$ cat config.mk
export PLATFORM = sky130hd
export DESIGN_NAME = uart_rx_fifo_feeder
export DESIGN_NICKNAME = d
export VERILOG_FILES = /design/src/rtl/uart_pkg.sv /design/src/rtl/sync_2ff.sv /design/src/rtl/uart_rx_fifo_feeder.sv
export SDC_FILE = /design/constraint.sdc
export NUM_CORES = 1
export LEC_CHECK = 0
export CAP_MARGIN = 20
export CORE_MARGIN = 1.5
export CORE_UTILIZATION = 62
export DETAILED_ROUTE_END_ITERATION = 16
export DONT_BUFFER_PORTS = 1
export GPL_TIMING_DRIVEN = 0
export PLACE_DENSITY_LB_ADDON = 0.25
export SLEW_MARGIN = 20
export SYNTH_ARGS = -nofsm -noshare
export SYNTH_HDL_FRONTEND = slang
export SYNTH_SLANG_ARGS = --single-unit
$ cat constraint.sdc
create_clock -name clk -period 2.1 [get_ports clk]
set_input_delay 0.21 -clock clk [delete_from_list [all_inputs] [get_ports clk]]
set_output_delay 0.21 -clock clk [all_outputs]
set_load 0.01 [all_outputs]
$ cat src/rtl/uart_pkg.sv
// Shared types and helpers for the UART receive path.
package uart_pkg;

  localparam int UART_DATAW = 8;

  typedef enum logic [2:0] {
    BREAK,
    IDLE,
    START,
    DATA,
    STOP
  } rx_state_t;

  function automatic int clks_per_bit(input longint freq, input longint baud);
    return int'(freq / baud);
  endfunction

endpackage

$ cat src/rtl/sync_2ff.sv
// Generic two-flop synchronizer for asynchronous board inputs.
module sync_2ff #(
  parameter int   WIDTH   = 1,
  parameter logic RST_VAL = 1'b0
) (
  input  logic             clk,
  input  logic             rst,
  input  logic [WIDTH-1:0] d_i,
  output logic [WIDTH-1:0] q_o
);

  logic [WIDTH-1:0] ff1_q;
  logic [WIDTH-1:0] ff2_q;

  always_ff @(posedge clk) begin
    if (rst) begin
      ff1_q <= {WIDTH{RST_VAL}};
      ff2_q <= {WIDTH{RST_VAL}};
    end else begin
      ff1_q <= d_i;
      ff2_q <= ff1_q;
    end
  end

  assign q_o = ff2_q;

endmodule

$ cat src/rtl/uart_rx_fifo_feeder.sv
// 8N1 UART receiver that writes each good byte into a BRAM FIFO and
// keeps sticky framing/overrun flags for the status register.
//
// state | meaning
// BREAK | line held low (reset or bad stop); wait for idle-high
// IDLE  | waiting for a start edge
// START | timing to mid start bit to reject glitches
// DATA  | sampling data bits at mid-bit
// STOP  | sampling stop bit, then write/drop the byte
module uart_rx_fifo_feeder
  import uart_pkg::*;
#(
  parameter int CLK_FREQ     = 100_000_000,
  parameter int BAUD         = 115_200,
  parameter int CLKS_PER_BIT = clks_per_bit(CLK_FREQ, BAUD),
  parameter int DATAW        = UART_DATAW
) (
  input  logic             clk,
  input  logic             rst,
  input  logic             rx_in,
  input  logic             full,
  input  logic             err_clr,
  output logic [DATAW-1:0] data_out,
  output logic             w_en,
  output logic             busy,
  output logic             frame_err,
  output logic             overrun
);

  localparam int BCW = $clog2(CLKS_PER_BIT);
  localparam int BIW = (DATAW > 1) ? $clog2(DATAW) : 1;
  localparam logic [BCW-1:0] BC_HALF = BCW'(CLKS_PER_BIT / 2 - 1);
  localparam logic [BCW-1:0] BC_FULL = BCW'(CLKS_PER_BIT - 1);
  localparam logic [BIW-1:0] BI_LAST = BIW'(DATAW - 1);

  logic             rx_s;
  rx_state_t        state_q, state_d;
  logic [BCW-1:0]   bcnt_q, bcnt_d;
  logic [BIW-1:0]   bidx_q, bidx_d;
  logic [DATAW-1:0] shreg_q, shreg_d;
  logic [DATAW-1:0] data_q, data_d;
  logic             w_en_q, w_en_d;
  logic             frame_err_q, frame_err_d;
  logic             overrun_q, overrun_d;
  logic [1:0]       settle_q;
  logic             fe_set, ov_set;

  sync_2ff #(.WIDTH(1), .RST_VAL(1'b1)) u_sync (
    .clk (clk),
    .rst (rst),
    .d_i (rx_in),
    .q_o (rx_s)
  );

  always_ff @(posedge clk) begin
    if (rst) begin
      state_q     <= BREAK;
      bcnt_q      <= '0;
      bidx_q      <= '0;
      shreg_q     <= '0;
      data_q      <= '0;
      w_en_q      <= 1'b0;
      frame_err_q <= 1'b0;
      overrun_q   <= 1'b0;
      settle_q    <= 2'b00;
    end else begin
      state_q     <= state_d;
      bcnt_q      <= bcnt_d;
      bidx_q      <= bidx_d;
      shreg_q     <= shreg_d;
      data_q      <= data_d;
      w_en_q      <= w_en_d;
      frame_err_q <= frame_err_d;
      overrun_q   <= overrun_d;
      settle_q    <= {settle_q[0], 1'b1};
    end
  end

  always_comb begin
    state_d = state_q;
    bcnt_d  = bcnt_q + 1'b1;
    bidx_d  = bidx_q;
    shreg_d = shreg_q;
    data_d  = data_q;
    w_en_d  = 1'b0;
    fe_set  = 1'b0;
    ov_set  = 1'b0;
    case (state_q)
      // The synchronizer resets high, so ignore rx_s until its reset value
      // has been flushed; otherwise a line held low looks like a start edge.
      BREAK: if (settle_q[1] && rx_s) state_d = IDLE;
      IDLE: begin
        bcnt_d = '0;
        if (!rx_s) state_d = START;
      end
      START: if (bcnt_q == BC_HALF) begin
        if (rx_s) begin
          state_d = IDLE;
        end else begin
          bcnt_d  = '0;
          bidx_d  = '0;
          state_d = DATA;
        end
      end
      DATA: if (bcnt_q == BC_FULL) begin
        shreg_d[bidx_q] = rx_s;
        bcnt_d          = '0;
        if (bidx_q == BI_LAST) state_d = STOP;
        else                   bidx_d  = bidx_q + 1'b1;
      end
      STOP: if (bcnt_q == BC_FULL) begin
        bcnt_d = '0;
        if (!rx_s) begin
          fe_set  = 1'b1;
          state_d = BREAK;
        end else if (full) begin
          ov_set  = 1'b1;
          state_d = IDLE;
        end else begin
          data_d  = shreg_q;
          w_en_d  = 1'b1;
          state_d = IDLE;
        end
      end
      default: state_d = BREAK;
    endcase
    frame_err_d = fe_set | (frame_err_q & ~err_clr);
    overrun_d   = ov_set | (overrun_q & ~err_clr);
  end

  always_comb begin
    busy      = (state_q == START) || (state_q == DATA) || (state_q == STOP);
    data_out  = data_q;
    w_en      = w_en_q;
    frame_err = frame_err_q;
    overrun   = overrun_q;
  end

endmodule

==> results of run 1 <==
## cell usage after synthesis (all sizes together) (3+ instances only)
library cell,n,area (sq um)
nor3,6,41.29
nand2b,4,25.02
nand3,6,30.03
mux2i,8,80.08
nand4b,4,35.03
xnor2,5,43.79
ha,4,50.05
nor2b,4,25.02
nor2,5,18.77
inv,6,22.52
a21oi,28,140.1
nand2,26,97.59
xor2,3,26.28
dfxtp,39,780.8
o21ai,11,55.05
buf,7,31.28
clkbuf,5,18.77
nand4,11,83.83
or3b,3,28.78
## power breakdown
group	total (mW)	internal (mW)	switching, mW
clock	0.621	0.371	0.250
combinational	0.0885	0.0333	0.0552
sequential	0.770	0.754	0.0169
total	1.48	1.16	0.322
## state kept, by name (all words and copies together), names as in the netlist, 2 cells and up
register / flops
state_q: 3
settle_q: 2
data_out: 8
bidx_q: 3
shreg_q: 8
bcnt_q: 10
## routing by layer
metal | vias up | wire length (microns) | GRT usage
li1 | 803 | - | -
met1 | 791 | 1943 | 0.3546
met2 | 56 | 2194 | 0.4381
met3 | 9 | 209 | 0.05495
met4 | 0 | 79 | 0.1364
met5 | - | 0 | 0
## worst max-delay path: cells and delay by family, from the launching register on
family | cells | cell delay, ns
flip-flops | 1 | 0.41
AO/OA/AOI/OAI | 3 | 0.85
adder cells (fa/ha/maj) | 1 | 0.26
AND/OR/NAND/NOR | 1 | 0.33
## worst paths after layout
| check | cells past startpoint | slack, ns | to | start |
|---|---|---|---|---|
| worst min register to register | 1 | 0.44 | u_sync.q_o | u_sync.ff1_q |
| worst max register to register | 5 | 0.11 | bcnt_q[4] | bcnt_q[0] |
| worst max-delay path | 5 | 0.11 | bcnt_q[4] | bcnt_q[0] |
| worst min-delay path | 2 | 0.07 | data_out[7] | full |
## area by class of cell
class	instances	area [sq um]	share of cell area
timing repair buffer	2	20.02	0.009530
clock inverter	2	60.06	0.02859
sequential	39	780.7	0.3717
tap	33	41.29	0.01965
clock buffer	6	41.29	0.01965
inverter	6	22.52	0.01072
multi-input combinational	159	1085	0.5164
buffer	12	50.05	0.02382
## repair_timing
| action | 4_1_cts | 5_1_grt |
|---|---|---|
| hold buffers | 2 | 0 |
| hold endpoints to repair | 2 | 0 |
| gates resized for setup | 0 | 1 |
| endpoints found under the setup margin | 0 | 1 |
| buffers inserted | 0 | 0 |
## layout by cell type, fill, tap and decap left out, types with 2 or more instances in the layout
cell type / count
and4b_1: 2
xor2_1: 3
nand4b_1: 4
clkbuf_1: 6
or3b_1: 2
nand2b_1: 4
a21oi_1: 28
bufinv_16: 2
buf_2: 4
a2bb2oi_1: 2
dfxtp_1: 39
mux2i_1: 8
inv_1: 6
nor2b_1: 4
nor2_1: 5
nand4_1: 10
o21ai_1: 2
or2_2: 2
ha_1: 4
buf_1: 3
nand3_1: 6
o31ai_1: 2
dlygate4sd3_1: 2
and2_1: 2
xnor2_1: 5
nand2_1: 26
o21ai_0: 9
clkbuf_4: 5
nor3_1: 5
## metrics by stage
stage          area (sq um)  utilization  std cells  hold WS, ns  power, mW
6_report               2101       0.6996        259      0.06692      1.480
4_1_cts                2092       0.6967        259      0.06789      1.484
2_1_floorplan          1929            -        216       0.2887     0.8465
3_3_place_gp           1971       0.6563        249       0.2919     0.8625
3_5_place_dp           1971       0.6563        249       0.2915     0.8678
5_1_grt                2101       0.6996        259      0.05660      1.531
## cell families after synthesis
group           after synthesis  synth area share
buf+inv                      18           0.03761
xor+xnor                      8           0.03632
compound gates               53            0.1667
flops                        39            0.4047
fa+ha+maj                     4           0.02594
mux                           8           0.04151
simple gates                 86            0.2873
==> flow_metrics.py, run 1 <==
metrics = {
    "cts": {
        "h-tree-depth": 2,
        "cts_tree": "done",
        "cts_buffer_depth": 2,
        "path_clk_slew_ns": 0.12,
        "clock_latency_ns": 0.36,
        "cts_sinks": 39,
        "cts_root_buffer": "clkbuf_4",
        "cts_made_buffers": 5,
    },
    "logic_synthesis": {
        "synthArstFlopShare": 0,
        "netlist_area_sq_um": 1929,
        "synth_edf_count": 0,
        "syn_area_per_cell_sq_um": 8.932,
        "yosys_warnings": 0,
        "syn_nets": 225,
        "synthFlopType": "dfxtp_1",
        "ys_types": 50,
        "synth.yosys.seq_area_share": 0.4047,
        "syn-instance-count": 216,
        "synth-seq-cells": 39,
    },
    "setup_path": {
        "slowest_delay_ns": 0.61,
        "start_kind": "flop",
        "cp_cell_sequence": "ha_1, and4bb_4, a21oi_1, o21ai_1, a21oi_1",
        "arrival_ns": 2.20,
        "slowest_stage": "o21ai_1",
        "crit_type": "flop to flop",
        "crit_required_ns": 2.32,
        "end_kind": "flop",
        "crit_top_cell": "a21oi_1",
        "cp_max_fo": 10,
    },
    "routing": {
        "drtIter0Drc": 183,
        "ant_nets": 0,
        "drc_errors": 0,
        "post_drt_wl_per_cell_microns": 17.09,
        "route.vias.total": 1659,
        "first_pass_iters": 4,
        "wl_microns": 4427,
        "vias_per_cell": 6.405,
    },
    "cells_and_area": {
        "fillerInstances": 246,
        "drive_above_1_share": 0.1018,
        "final_nets": 234,
        "antenna_cells": 0,
        "syn_to_final_growth_pct": 8.884,
    },
    "placed_design": {
        "dp_hpwl_microns": 3091,
        "gp_congestion": 0.8742,
        "place_ws_ns": 0.1370,
        "numPortBuffers": 0,
    },
    "run": {
        "max_cap_violations": 0,
    },
    "floorplan": {
        "die_h_microns": 58.79,
        "ios": 17,
        "start_util": 0.6425,
        "die_w_microns": 58.79,
        "coreArea_sq_um": 3003,
        "placementRows": 20,
        "dieArea_sq_um": 3456,
    },
    "power": {
        "leakagePower_nw": 0.7240,
        "powerDensity_nw_per_um2": 704.7,
        "peakVddDrop_mv": 0.4363,
    },
    "sta": {
        "finalCritPeriodShare": 0.9465,
        "worst_slack_ns": 0.1124,
        "fmax_mhz": 503.1,
        "worst_pin_slew_ns": 0.7747,
        "rsz0062_at_grt": "false",
        "period_minus_slack_ns": 1.988,
        "fin_skew_ns": 0.008086,
        "setup_viol": 0,
        "hold_violations": 0,
        "relSlewSlack": 0.4800,
        "tns_ns": 0,
        "drv_slew": 0,
    },
    "global_route": {
        "grt_pass1_wl_microns": 7196,
        "first_global_vias": 1583,
        "overflow": 0,
        "grt_max_degree": 13,
        "grt_usage": 0.2750,
        "antenna_found_initial": 0,
    },
    "hold_path": {
        "hp-class": "primary input to flop",
    },
    "outcome": {
        "outcome": "finished clean",
    },
}
No activity file was read; power rests on OpenSTA's default activity.
==> inputs of run 2 (changes only) <==
ABC_AREA = 1   (was unset)
CORE_UTILIZATION = 61   (was 62)
==> run 2 against run 1 <==
Compared with the run above: the flow now finishes with violations (design-rule violations); clock power shrank 21%; hold slack lost 0.042 ns; routed wire length shrank 21%; sequential power grew 12%; register-to-register slack gained 0.33 ns; clock-buffer cell count is the same; first-iteration DRC count shrank 43%; die area shrank 3.5%; non-clock buffer count shrank 8; critical endpoint is now data_out[5]; largest power group unchanged; highest routed layer unchanged.
==> flow_metrics.py, run 2 <==
metrics = {
    "setup_path": {
        "crit_type": "flop to flop",
        "cp_max_fo": 8,
        "r2r.worst_path.cells": 7,
        "cp.depth": 7,
        "cp_cell_sequence": "ha_1, nand2_1, nor2_1, nand2_2, nor3_4, o21ai_0, nor2_1",
        "path_buf_inv": 0,
        "crit_required_ns": 2.39,
        "arrival_ns": 1.95,
        "slowest_delay_ns": 0.40,
        "critical_path.top_delay_family": "simple AND/OR/NAND/NOR gates",
        "crit_top_cell": "nor2_1",
        "end_kind": "flop",
        "slowest_stage": "dfxtp_1",
        "start_kind": "flop",
    },
    "logic_synthesis": {
        "synth-seq-cells": 39,
        "synthFlopType": "dfxtp_1",
        "synthTopCellsByArea": "dfxtp_1 43%, nor2_1 13%, nand2_1 9.8%, inv_1 6.0%, nand3_1 3.3%",
        "synthArstFlopShare": 0,
        "ys_types": 29,
        "synth_top_area_share": 0.4268,
        "netlist_area_sq_um": 1829,
        "synth_edf_count": 0,
        "synth.yosys.seq_area_share": 0.4268,
        "syn_nets": 264,
        "synth_most_common_cell": "nor2_1",
        "syn_area_per_cell_sq_um": 7.174,
        "synth_area_leader_cell": "dfxtp_1",
        "yosys_warnings": 0,
        "syn-instance-count": 255,
        "synth_commonest_cells": "61 x nor2_1, 48 x nand2_1, 39 x dfxtp_1",
    },
    "routing": {
        "vias_per_cell": 5.186,
        "first_pass_iters": 10,
        "post_drt_wl_per_cell_microns": 11.82,
        "drc_errors": 1,
        "wl_microns": 3487,
        "drtIter0Drc": 104,
        "route.vias.total": 1530,
        "ant_nets": 0,
    },
    "sta": {
        "period_minus_slack_ns": 1.655,
        "hold_violations": 0,
        "worst_slack_ns": 0.4454,
        "finalCritPeriodShare": 0.7879,
        "drv_slew": 0,
        "setup_viol": 0,
        "rsz0062_at_grt": "false",
        "fin_skew_ns": 0.01034,
        "tns_ns": 0,
        "worst_pin_slew_ns": 0.4606,
        "relSlewSlack": 0.6906,
        "fmax_mhz": 604.4,
    },
    "floorplan": {
        "die_w_microns": 57.76,
        "die_h_microns": 57.76,
        "placementRows": 19,
        "coreArea_sq_um": 2805,
        "start_util": 0.6521,
        "dieArea_sq_um": 3336,
        "ios": 17,
    },
    "power": {
        "seqPwrFrac": 0.445,
        "powerDensity_nw_per_um2": 991.5,
        "pwr-share-clk": 0.252,
        "peakVddDrop_mv": 0.5528,
        "combinationalPowerShare": 0.303,
        "sw_frac_of_total": 0.3636,
        "p_sw_uw": 706.4,
        "p_int_mw": 1.236,
        "leakagePower_nw": 0.8828,
    },
    "cells_and_area": {
        "drive_above_1_share": 0.1023,
        "final_cells": 295,
        "largest_reg_flops": 10,
        "regArea_sq_um": 780.7,
        "multiInputGateArea_sq_um": 914.6,
        "fillerInstances": 238,
        "mostFrequentLayoutCells": "61 x nor2_1, 48 x nand2_1, 39 x dfxtp_1, 29 x inv_1, 12 x nand3_1",
        "final_nets": 273,
        "top_register": "bcnt_q",
        "final_common_cell": "nor2_1",
        "syn_to_final_growth_pct": 7.114,
        "antenna_cells": 0,
    },
    "run": {
        "max_cap_violations": 0,
    },
    "cts": {
        "cts_root_buffer": "clkbuf_4",
        "post_cts_buffers": 0,
        "cts_buffer_depth": 2,
        "h-tree-depth": 2,
        "clock_latency_ns": 0.35,
        "cts_made_buffers": 5,
        "cts_hold_buf": 2,
        "path_clk_slew_ns": 0.11,
        "cts_tree": "done",
        "post_cts_resized": 0,
        "cts_sinks": 39,
    },
    "global_route": {
        "use_met3": 0.04911,
        "overflow": 0,
        "grt_pass1_wl_microns": 5885,
        "grt_usage": 0.2293,
        "first_global_vias": 1376,
        "grtUsageMet2": 0.3555,
        "grt_max_degree": 12,
        "grt_use_met1": 0.3064,
        "antenna_found_initial": 0,
        "grt_busiest_layer": "met2",
    },
    "placed_design": {
        "place_ws_ns": 0.4649,
        "gp_congestion": 0.8908,
        "numPortBuffers": 0,
        "dp_cells": 286,
        "dp_hpwl_microns": 2478,
    },
    "hold_path": {
        "hp-class": "primary input to flop",
        "hold_depth": 2,
    },
    "outcome": {
        "violations": "design-rule violations",
        "outcome": "complete, but fails checks",
    },
}
==> run 2: cell types whose count changed in the layout (fill, tap and decap cells not counted), sizes merged, moves of 5 or more <==
cell / change
nor2: +59
a21oi: -21
nand3: +9
inv: +24
mux2i: -8
buf: -5
nand4: -6
nand2: +28
==> run 2: final cells by class <==
cell class,instances,share of cell area
multi-input combinational,182,0.4668
clock inverter,1,0.01533
sequential,39,0.3985
timing repair buffer,2,0.01022
inverter,30,0.05747
buffer,4,0.01086
tap,31,0.01980
clock buffer,6,0.02107
==> run 2: cell families after synthesis <==
family | count (synthesis) | synth area share
buf+inv | 34 | 0.07318
simple gates | 151 | 0.3837
compound gates | 21 | 0.06019
xor+xnor | 6 | 0.02873
flops | 39 | 0.4268
fa+ha+maj | 4 | 0.02736
==> run 2: path summary, 6_finish.rpt <==
check,from,slack [ns],endpoint
worst max-delay path,bcnt_q[0],0.45,data_out[5]
worst min-delay path,full,0.03,overrun
worst max register to register,bcnt_q[0],0.45,data_out[5]
worst min register to register,settle_q[0],0.42,settle_q[1]
==> run 2: per-layer routing <==
| metal | vias to the layer above | routed length, microns |
|---|---|---|
| met2 | 35 | 1566 |
| met1 | 665 | 1726 |
| met3 | 8 | 134 |
| met4 | 0 | 60 |
| met5 | - | 0 |
| li1 | 822 | - |
==> run 2: stage by stage <==
step                instance area, sq um  power (mW)  hold WS (ns)  utilization
finish                              1959       1.943       0.02530       0.6985
global placement                    1868       1.441        0.3147       0.6659
CTS                                 1959       1.942       0.02455       0.6985
global route                        1959       2.061       0.03680       0.6985
floorplan                           1829       1.348        0.3138            -
detailed placement                  1868       1.458        0.3168       0.6659
==> run 2: power by group through the flow <==
stage | Clock (mW) | Combinational [mW] | Sequential [mW]
final | 0.489 | 0.589 | 0.864
after global routing | 0.520 | 0.667 | 0.875
after CTS | 0.491 | 0.587 | 0.864
after detailed placement | 0 | 0.576 | 0.882
after global placement | 0 | 0.560 | 0.881
after floorplan | 0 | 0.477 | 0.871
